===== config.mk =====
export PLATFORM = sky130hd
export DESIGN_NAME = branch_predict_pc_unit
export DESIGN_NICKNAME = d
export VERILOG_FILES = /design/src/rtl/branch_predict_pc_unit.sv
export SDC_FILE = /design/constraint.sdc
export NUM_CORES = 1
export LEC_CHECK = 0
export ABC_AREA = 1
export CORE_MARGIN = 2
export CORE_UTILIZATION = 38
export DETAILED_ROUTE_END_ITERATION = 7
export GPL_TIMING_DRIVEN = 0
export PLACE_DENSITY_LB_ADDON = 0.12
export SYNTH_ARGS = -nofsm -noshare
export SYNTH_HDL_FRONTEND = slang
export SYNTH_SLANG_ARGS = --single-unit

===== constraint.sdc =====
create_clock -name clk -period 2.2 [get_ports clk]
set_clock_uncertainty 0.05 [all_clocks]
set_input_delay 0.44 -clock clk [delete_from_list [all_inputs] [get_ports clk]]
set_output_delay 0.44 -clock clk [all_outputs]
set_load 0.005 [all_outputs]

===== src/rtl/branch_predict_pc_unit.sv =====
`default_nettype none
// ============================================================================
// Module      : branch_predict_pc_unit
// Description : Fetch-stage PC sequencer with a direct-mapped BHT/BTB
//               (2-bit counters plus targets). Resolves B/BR in decode,
//               redirects fetch and raises a one-cycle flush on mispredict.
// Revision    : 1.0 - initial release
// ============================================================================
module branch_predict_pc_unit #(
    parameter int unsigned         PC_W     = 16,
    parameter int unsigned         IMM_W    = 9,
    parameter int unsigned         ENTRIES  = 16,
    parameter logic [PC_W-1:0]     RESET_PC = '0
) (
    input  logic              clk,
    input  logic              rst_n,
    input  logic              stall,
    output logic [PC_W-1:0]   fetch_pc,
    output logic              pred_taken,
    output logic [PC_W-1:0]   pred_target,
    input  logic              dec_valid,
    input  logic [3:0]        dec_opcode,
    input  logic [2:0]        dec_cond,
    input  logic [IMM_W-1:0]  dec_imm,
    input  logic [PC_W-1:0]   dec_reg_data,
    input  logic [PC_W-1:0]   dec_pc,
    input  logic              dec_pred_taken,
    input  logic [PC_W-1:0]   dec_pred_tgt,
    input  logic [2:0]        flags,
    output logic              branch_taken,
    output logic              flush
);

    localparam int unsigned     IDX_W    = $clog2(ENTRIES);
    localparam logic [3:0]      c_op_b   = 4'b1100;
    localparam logic [3:0]      c_op_br  = 4'b1101;
    localparam logic [PC_W-1:0] c_pc_inc = PC_W'(2);

    logic [1:0]      r_cnt   [ENTRIES];
    logic [PC_W-1:0] r_tgt   [ENTRIES];
    logic            r_valid [ENTRIES];
    logic [PC_W-1:0] r_fetch_pc;
    logic            r_flush;

    logic [IDX_W-1:0] w_fetch_idx;
    logic [IDX_W-1:0] w_dec_idx;
    logic             w_dv;
    logic             w_is_br;
    logic             w_cond_true;
    logic             w_z;
    logic             w_v;
    logic             w_n;
    logic [PC_W-1:0]  w_imm_ext;
    logic [PC_W-1:0]  w_target;
    logic [PC_W-1:0]  w_dec_seq;
    logic             w_redirect;
    logic             w_clr;
    logic [1:0]       w_cnt_next;
    logic [PC_W-1:0]  w_next_pc;

    // Table indices skip bit 0 since instructions are halfword aligned
    assign w_fetch_idx = r_fetch_pc[IDX_W:1];
    assign w_dec_idx   = dec_pc[IDX_W:1];

    // Prediction reads old table contents, so a same-cycle write is not visible
    assign pred_taken  = r_cnt[w_fetch_idx][1] & r_valid[w_fetch_idx];
    assign pred_target = r_tgt[w_fetch_idx];
    assign fetch_pc    = r_fetch_pc;
    assign flush       = r_flush;

    // The decode slot is squashed during flush, so its contents are masked off
    assign w_dv    = dec_valid & ~r_flush;
    assign w_is_br = w_dv & ((dec_opcode == c_op_b) | (dec_opcode == c_op_br));

    assign w_z = flags[2];
    assign w_v = flags[1];
    assign w_n = flags[0];

    // Branch condition decode
    always_comb begin
        w_cond_true = 1'b0;
        case (dec_cond)
            3'b000:  w_cond_true = ~w_z;
            3'b001:  w_cond_true = w_z;
            3'b010:  w_cond_true = ~w_z & ~w_n;
            3'b011:  w_cond_true = w_n;
            3'b100:  w_cond_true = w_z | (~w_z & ~w_n);
            3'b101:  w_cond_true = w_z | w_n;
            3'b110:  w_cond_true = w_v;
            default: w_cond_true = 1'b1;
        endcase
    end

    assign branch_taken = w_is_br & w_cond_true;

    assign w_imm_ext = {{(PC_W-IMM_W){dec_imm[IMM_W-1]}}, dec_imm};
    assign w_dec_seq = dec_pc + c_pc_inc;
    assign w_target  = (dec_opcode == c_op_br) ? dec_reg_data
                                               : (w_dec_seq + (w_imm_ext << 1));

    assign w_redirect = w_dv & (
        (w_is_br & branch_taken & (~dec_pred_taken | (dec_pred_tgt != w_target))) |
        (w_is_br & ~branch_taken & dec_pred_taken) |
        (~w_is_br & dec_pred_taken));

    // A non-branch that was predicted taken has aliased onto a stale target
    assign w_clr = w_dv & ~w_is_br & dec_pred_taken;

    // Saturating counter step for the entry addressed by the decode PC
    always_comb begin
        w_cnt_next = r_cnt[w_dec_idx];
        if (branch_taken) begin
            if (r_cnt[w_dec_idx] != 2'b11) begin
                w_cnt_next = r_cnt[w_dec_idx] + 2'd1;
            end
        end else begin
            if (r_cnt[w_dec_idx] != 2'b00) begin
                w_cnt_next = r_cnt[w_dec_idx] - 2'd1;
            end
        end
    end

    // Next fetch PC: redirect beats stall, stall beats prediction
    always_comb begin
        w_next_pc = r_fetch_pc + c_pc_inc;
        if (w_redirect) begin
            w_next_pc = branch_taken ? w_target : w_dec_seq;
        end else if (stall) begin
            w_next_pc = r_fetch_pc;
        end else if (pred_taken) begin
            w_next_pc = pred_target;
        end
    end

    // PC and flush registers
    always_ff @(posedge clk or negedge rst_n) begin
        if (!rst_n) begin
            r_fetch_pc <= RESET_PC;
            r_flush    <= 1'b0;
        end else begin
            r_fetch_pc <= w_next_pc;
            r_flush    <= w_redirect;
        end
    end

    // BHT/BTB update from the decode-stage resolution; stall does not block it
    always_ff @(posedge clk or negedge rst_n) begin
        if (!rst_n) begin
            for (int i = 0; i < ENTRIES; i++) begin
                r_cnt[i]   <= 2'b01;
                r_tgt[i]   <= '0;
                r_valid[i] <= 1'b0;
            end
        end else if (w_is_br) begin
            r_cnt[w_dec_idx] <= w_cnt_next;
            if (branch_taken) begin
                r_tgt[w_dec_idx]   <= w_target;
                r_valid[w_dec_idx] <= 1'b1;
            end
        end else if (w_clr) begin
            r_valid[w_dec_idx] <= 1'b0;
        end
    end

endmodule
`default_nettype wire


==> results.md, run 1 <==
- CP startpoint kind: primary input
- Die Width: 215 um
- Clock transition at path regs: 0.06 ns
- CP max FO: 7
- Placed cell count: 2944
- Main area contributors after synthesis: dfrtp_1, nand2_1, o21ai_0
- Compound-cell area share of the yosys netlist: 18.6%
- Synth Area in Simple Gates: 24.7%
- Largest net degree at the start of global routing: 117
- Post-synthesis mux area share: 0.0665%
- Slowest stage cell, crit path: ha_4
- Total power: 26.7 mW
- Clk sink count: 321
- Max clock buf depth: 3
- Outcome: complete, but fails checks
- Worst EP required: 2.61 ns
- Peak supply drop: 0.496 mV
- Violated checks: setup timing
- Synth Area in XOR/XNOR: 0.931%
- Min-delay src: stall
- Hold slack: 0.284 ns
- PortBufs: 105
- Post-Synthesis Cells: 2244
- Max Clk Rate: 315 MHz
- Cts bufs inserted: 38
- Post-detail-place hpwl: 48.1 mm
- Number of diodes: 0
- Share of cells above drive strength 1: 24.6%
- Die area: 46300 um2
- CP max stage delay: 0.27 ns
- Number of flops mapped to enable cells by yosys: 0
- R2r setup slk: -0.67 ns
- ANT nets after route: 0
- GPL Wtd Cong: 0.920
- Number of global-route vias before repair: 16700
- Critical path destination: fetch_pc[2]
- GRT Util Overall: 29.2%
- Starting Density: 38.4%
- Fin Setup TNS: -98.26 ns
- Critical Path Start: dec_pc[1]
- Fin. Hold Viols: 0
- Mapped Area: 16900 um2
- DRC viols: 0
- Synth top area share: 45.1%
- WP data arrival: 3.59 ns
- Final worst slack: -0.977 ns
- Top cell type by total area after synthesis: dfrtp_1
- RSZ-0062 raised after global routing: true
- Fill cells: 4181
- Final net count: 2617
- Top_reg_cell synth: dfrtp_1
- Avg Cell Area, Syn: 7.55 um2
- Root Buffer: clkbuf_16
- First-pass GRT wire length: 103 mm
- Initial antenna violation count: 0
- Area Overhead vs Synth: 39.5%
- Max-slew headroom: 38.4%
- Fin crit share: 144%
- Clk_lat worst skew: 0.57 ns
- DRT iter0 DRCs: 1792
- Leak: 11.0 nW
- Overflow after GRT: 0
- DR pass1 iterations: 8
- Via count: 17300
- Net count after synthesis: 2336
- Die Ht: 215 um
- CTS tree: built
- Hold WC Path Type: primary input to register
- Synth Register Bits: 321
- Row count: 77
- Most common cell in the synthesized netlist: nand2_1
- Max Slew Vio Count: 0
- Worst R2R Start: fetch_pc[1]
- # H-tree levels: 2
- Critical path endpoint category: register
- Slew @ Worst Pin: 0.924 ns
- Adder-cell share of the synthesized area: 1.52%
- Distinct cell type count of the synthesized netlist: 46
- Seq/Total Area, Yosys: 47.6%
- # IOs: 107
- WS Path Type: primary input to register
- Max Cap Viol: 0
- Pwr Density: 1130 nW/um2
- Via density: 5.50
- Async SR Flop Fraction: 100%
- Final setup vio count: 293
- Core Footprint: 44100 um2
- Synth warn: 0
- Largest family of logic cells by synthesized area: simple AND/OR/NAND/NOR gates
- DRT Wirelength: 68.5 mm
- Reg2reg path depth: 16
- Post-synth top cells: nand2_1, o21ai_0, dfrtp_1
- WL/cell: 21.8 um
- Post-Layout Cell Count: 3143
- Worst reg2reg endpoint: fetch_pc[2]
- Final min period: 3.18 ns
- Fin util: 53.5%
==> placed cells by master, fill, tap and decap left out, types with 35 or more instances in the layout <==
master / Yosys / layout
o21ai_0: 423 / 314
nand2_2: 13 / 41
nor2_1: 185 / 148
buf_4: 0 / 83
clkdlybuf4s50_1: 0 / 76
a21oi_1: 72 / 60
clkbuf_1: 103 / 35
nand2_1: 649 / 602
inv_1: 143 / 126
o21ai_1: 0 / 55
nand3_1: 113 / 84
buf_6: 4 / 41
clkbuf_16: 0 / 56
o21ai_2: 0 / 52
dfrtp_1: 305 / 302
==> worst min-delay path by stage <==
stage             endpoint  slack, ns  depth (start not counted)
2_1_floorplan    async pin       0.09                          0
3_3_place_gp     r_tgt[49]       0.40                          2
3_5_place_dp    r_tgt[202]       0.35                          1
4_1_cts        fetch_pc[1]       0.28                          3
5_1_grt        fetch_pc[3]       0.33                          3
6_report       fetch_pc[1]       0.28                          3
==> cell type report <==
cell class	instances	area [um2]	area share, %
Clock inverter	10	104	0.440
Buffer	120	1240	5.26
Multi-Input combinational cell	1640	9180	38.9
Inverter	160	648	2.74
Sequential cell	321	8060	34.1
Timing Repair Buffer	244	2530	10.7
Tap cell	592	741	3.14
Clock buffer	56	1110	4.70
==> sequential cells by signal, summed over array words and instances (netlist names), named ones only <==
| signal | flops |
|---|---|
| r_tgt | 256 |
| r_cnt | 32 |
| fetch_pc | 16 |
| flush | 1 |
==> cells by family (layout without fill, tap and decap cells) <==
logic type | Yosys count | after routing
multiplexers | 1 | 1
AO/OA/AOI/OAI | 587 | 587
XOR/XNOR | 18 | 18
flip-flops | 321 | 321
buffers and inverters | 283 | 590
AND/OR/NAND/NOR | 1014 | 1014
adder cells (fa/ha/maj) | 20 | 20
==> metal layers <==
| layer | wire (um) | share of wire (%) | GRT usage [%] |
|---|---|---|---|
| met5 | 0 | 0 | 0 |
| met4 | 3220 | 4.7 | 13.3 |
| met3 | 4990 | 7.3 | 4.54 |
| met2 | 31200 | 45 | 46.1 |
| met1 | 29200 | 43 | 39.8 |
==> per-stage QoR <==
stage	instance area (um2)	setup WS, ns
6_report	23600	-0.977
5_1_grt	23600	-1.22
4_1_cts	22700	-1.02
3_5_place_dp	19100	-2.90
3_3_place_gp	19100	-13.70
2_1_floorplan	17300	-0.999
==> worst max-delay path, delay by kind of cell <==
| kind | cells | cell delay, ns |
|---|---|---|
| compound gates | 1 | 0.17 |
| xor+xnor | 1 | 0.11 |
| buf+inv | 10 | 0.94 |
| fa+ha+maj | 1 | 0.27 |
| simple gates | 15 | 1.64 |
==> power breakdown <==
group | leakage [nW] | switching [mW] | internal, mW
clock network | 0.603 | 2.61 | 3.72
logic | 6.20 | 7.59 | 5.91
registers | 4.16 | 0.462 | 6.44
==> timing repair <==
item	in CTS	in global routing
buffers inserted	86	43
hold endpoints to repair	54	0
pin swaps	83	66
hold buffers	1	0
gates cloned	8	1
gates resized for setup	567	225
setup endpoints to repair	340	339
No activity file was read; power rests on OpenSTA's default activity.
==> run 2, diff against run 1 <==
- SKIP_LAST_GASP: not set -> 1
- SLEW_MARGIN: not set -> 10
==> run 2 against run 1 <==
The flow still finishes with violations (setup timing); register-to-register slack lost 0.06 ns; cell count fell by 0.22%; largest cell class unchanged; critical path depth increased by 1; global-route usage shrank 0.079 points; first-iteration DRC count down 15%; highest routed layer unchanged; count of clock-buffer cells in the layout is 6 higher; sequential share of layout area is 0.35 points higher; clock power up 0.6%; core utilization shrank 0.56 points; flip-flop and latch count is the same; power shrank 0.95%; via count shrank 0.42%.
==> results.md, run 2 (synthesis gave the netlist of run 1 again) <==
- Outcome: complete, but fails checks
- Violated checks: setup timing
- WL/cell: 21.9 um
- Overflow after GRT: 0
- Switching Power: 10.7 mW
- Clk_lat worst skew: 0.56 ns
- Critical path endpoint category: register
- DR pass1 iterations: 7
- Max clock buf depth: 3
- Final worst slack: -1.00 ns
- Initial antenna violation count: 0
- GRT Util Overall: 29.2%
- Fin crit share: 146%
- Peak supply drop: 0.575 mV
- Largest register by flop count: r_tgt
- Clk network pwr share: 24.0%
- Slew @ Worst Pin: 0.943 ns
- Max Clk Rate: 312 MHz
- Pint: 15.8 mW
- Hold slack: 0.298 ns
- WS Path Type: primary input to register
- WP data arrival: 3.60 ns
- DRT iter0 DRCs: 1529
- Final net count: 2606
- Final setup vio count: 301
- Most common cell after layout, fill and taps aside: nand2_1
- Sw Share: 40.3%
- Fill cells: 4229
- Clk sink count: 321
- Pwr Density: 1130 nW/um2
- # H-tree levels: 2
- RSZ-0062 raised after global routing: true
- Fin Setup TNS: -114.34 ns
- Die area: 46300 um2
- DRC viols: 0
- Post-detail-place hpwl: 48.3 mm
- Worst EP required: 2.60 ns
- Row count: 77
- Area Overhead vs Synth: 38.0%
- Number of global-route vias before repair: 16700
- Share of cells above drive strength 1: 23.3%
- CP max FO: 7
- Root Buffer: clkbuf_16
- Clock transition at path regs: 0.06 ns
- Final min period: 3.20 ns
- Max Slew Vio Count: 0
- Leak: 10.8 nW
- Largest net degree at the start of global routing: 74
- Die Width: 215 um
- Critical Path Most Common Cell: nand2_1
- ANT nets after route: 0
- Comb pwr share: 49.7%
- Max Cap Viol: 0
- DRT Wirelength: 68.8 mm
- CTS tree: built
- Sequential share of power: 26.2%
- Fin. Hold Viols: 0
- Via count: 17200
- PortBufs: 105
- Max-slew headroom: 37.1%
- Slowest stage cell, crit path: ha_4
- First-pass GRT wire length: 103 mm
- Starting Density: 38.4%
- Max FFs per register: 256
- Cts bufs inserted: 38
- Die Ht: 215 um
- CP startpoint kind: primary input
- Number of diodes: 0
- Hold WC Path Type: primary input to register
- CP max stage delay: 0.27 ns
- Commonest non-fill, non-tap cells in the layout: nand2_1, o21ai_0, dfrtp_1
- Core Footprint: 44100 um2
- Via density: 5.49
- # IOs: 107
- GPL Wtd Cong: 0.920
## run 2: metal layers
layer	routed length [um]	GRT usage, %	vias up	part of all wire, %
met2	31200	46.1	696	45
met4	3120	12.7	0	4.5
met1	29600	39.8	8399	43
met3	4870	4.60	144	7.1
met5	0	0	-	0
li1	-	-	7981	-
## run 2: what timing repair did
item | in CTS | in global routing
gates resized for setup | 444 | 291
endpoints found under the hold margin | 54 | 0
hold buffers | 1 | 0
endpoints found under the setup margin | 340 | 339
pin swaps | 70 | 71
cloned | 8 | 5
buffers inserted | 70 | 42
## run 2: path summary, 6_finish.rpt
kind                              from  slack (ns)  depth (start not counted)          end
max in group asynchronous        rst_n        0.27                          5  fetch_pc[1]
max                          dec_pc[1]       -1.00                         29  fetch_pc[2]
max reg2reg                fetch_pc[1]       -0.73                         16  fetch_pc[2]
min reg2reg                  r_tgt[50]        0.42                          2    r_tgt[50]
min in group asynchronous        rst_n        0.34                          2   r_tgt[234]
min                              stall        0.30                          3  fetch_pc[1]
## run 2: power groups by stage
| stage | combinational, mW | clock (mW) | sequential, mW |
|---|---|---|---|
| after floorplan | 4.79 | 0 | 6.83 |
| after global placement | 8.94 | 0 | 6.99 |
| after detailed placement | 9.00 | 0 | 6.98 |
| after CTS | 11.5 | 6.42 | 6.89 |
| after global routing | 13.9 | 6.65 | 6.99 |
| final | 13.2 | 6.36 | 6.94 |
## run 2: worst max-delay path, delay by kind of cell
family / cells / cell delay, ns
buf+inv: 8 / 0.79
compound gates: 2 / 0.21
fa+ha+maj: 1 / 0.27
simple gates: 18 / 1.86
## run 2: area by class of cell
cell class | instances | area, um2 | area share (%)
buffer | 120 | 1200 | 5.12
clock buffer | 62 | 1160 | 4.97
clock inverter | 8 | 83.8 | 0.359
inverter | 160 | 641 | 2.74
multi-input combinational | 1640 | 9110 | 39.0
sequential | 321 | 8060 | 34.5
tap | 592 | 741 | 3.17
timing repair buffer | 231 | 2370 | 10.1
timing repair inverter | 2 | 10.0 | 0.0428
## run 2: stage by stage
stage / power (mW) / instance area, um2 / setup slack, ns / utilization (%) / std cells
after floorplan: 11.6 / 17300 / -0.999 / - / 2244
after global placement: 15.9 / 19100 / -13.70 / 43.2 / 2941
after detailed placement: 16.0 / 19200 / -2.91 / 43.4 / 2945
after CTS: 24.8 / 22400 / -1.10 / 50.8 / 3094
after global routing: 27.5 / 23400 / -1.25 / 53.0 / 3136
final: 26.5 / 23400 / -1.00 / 53.0 / 3136
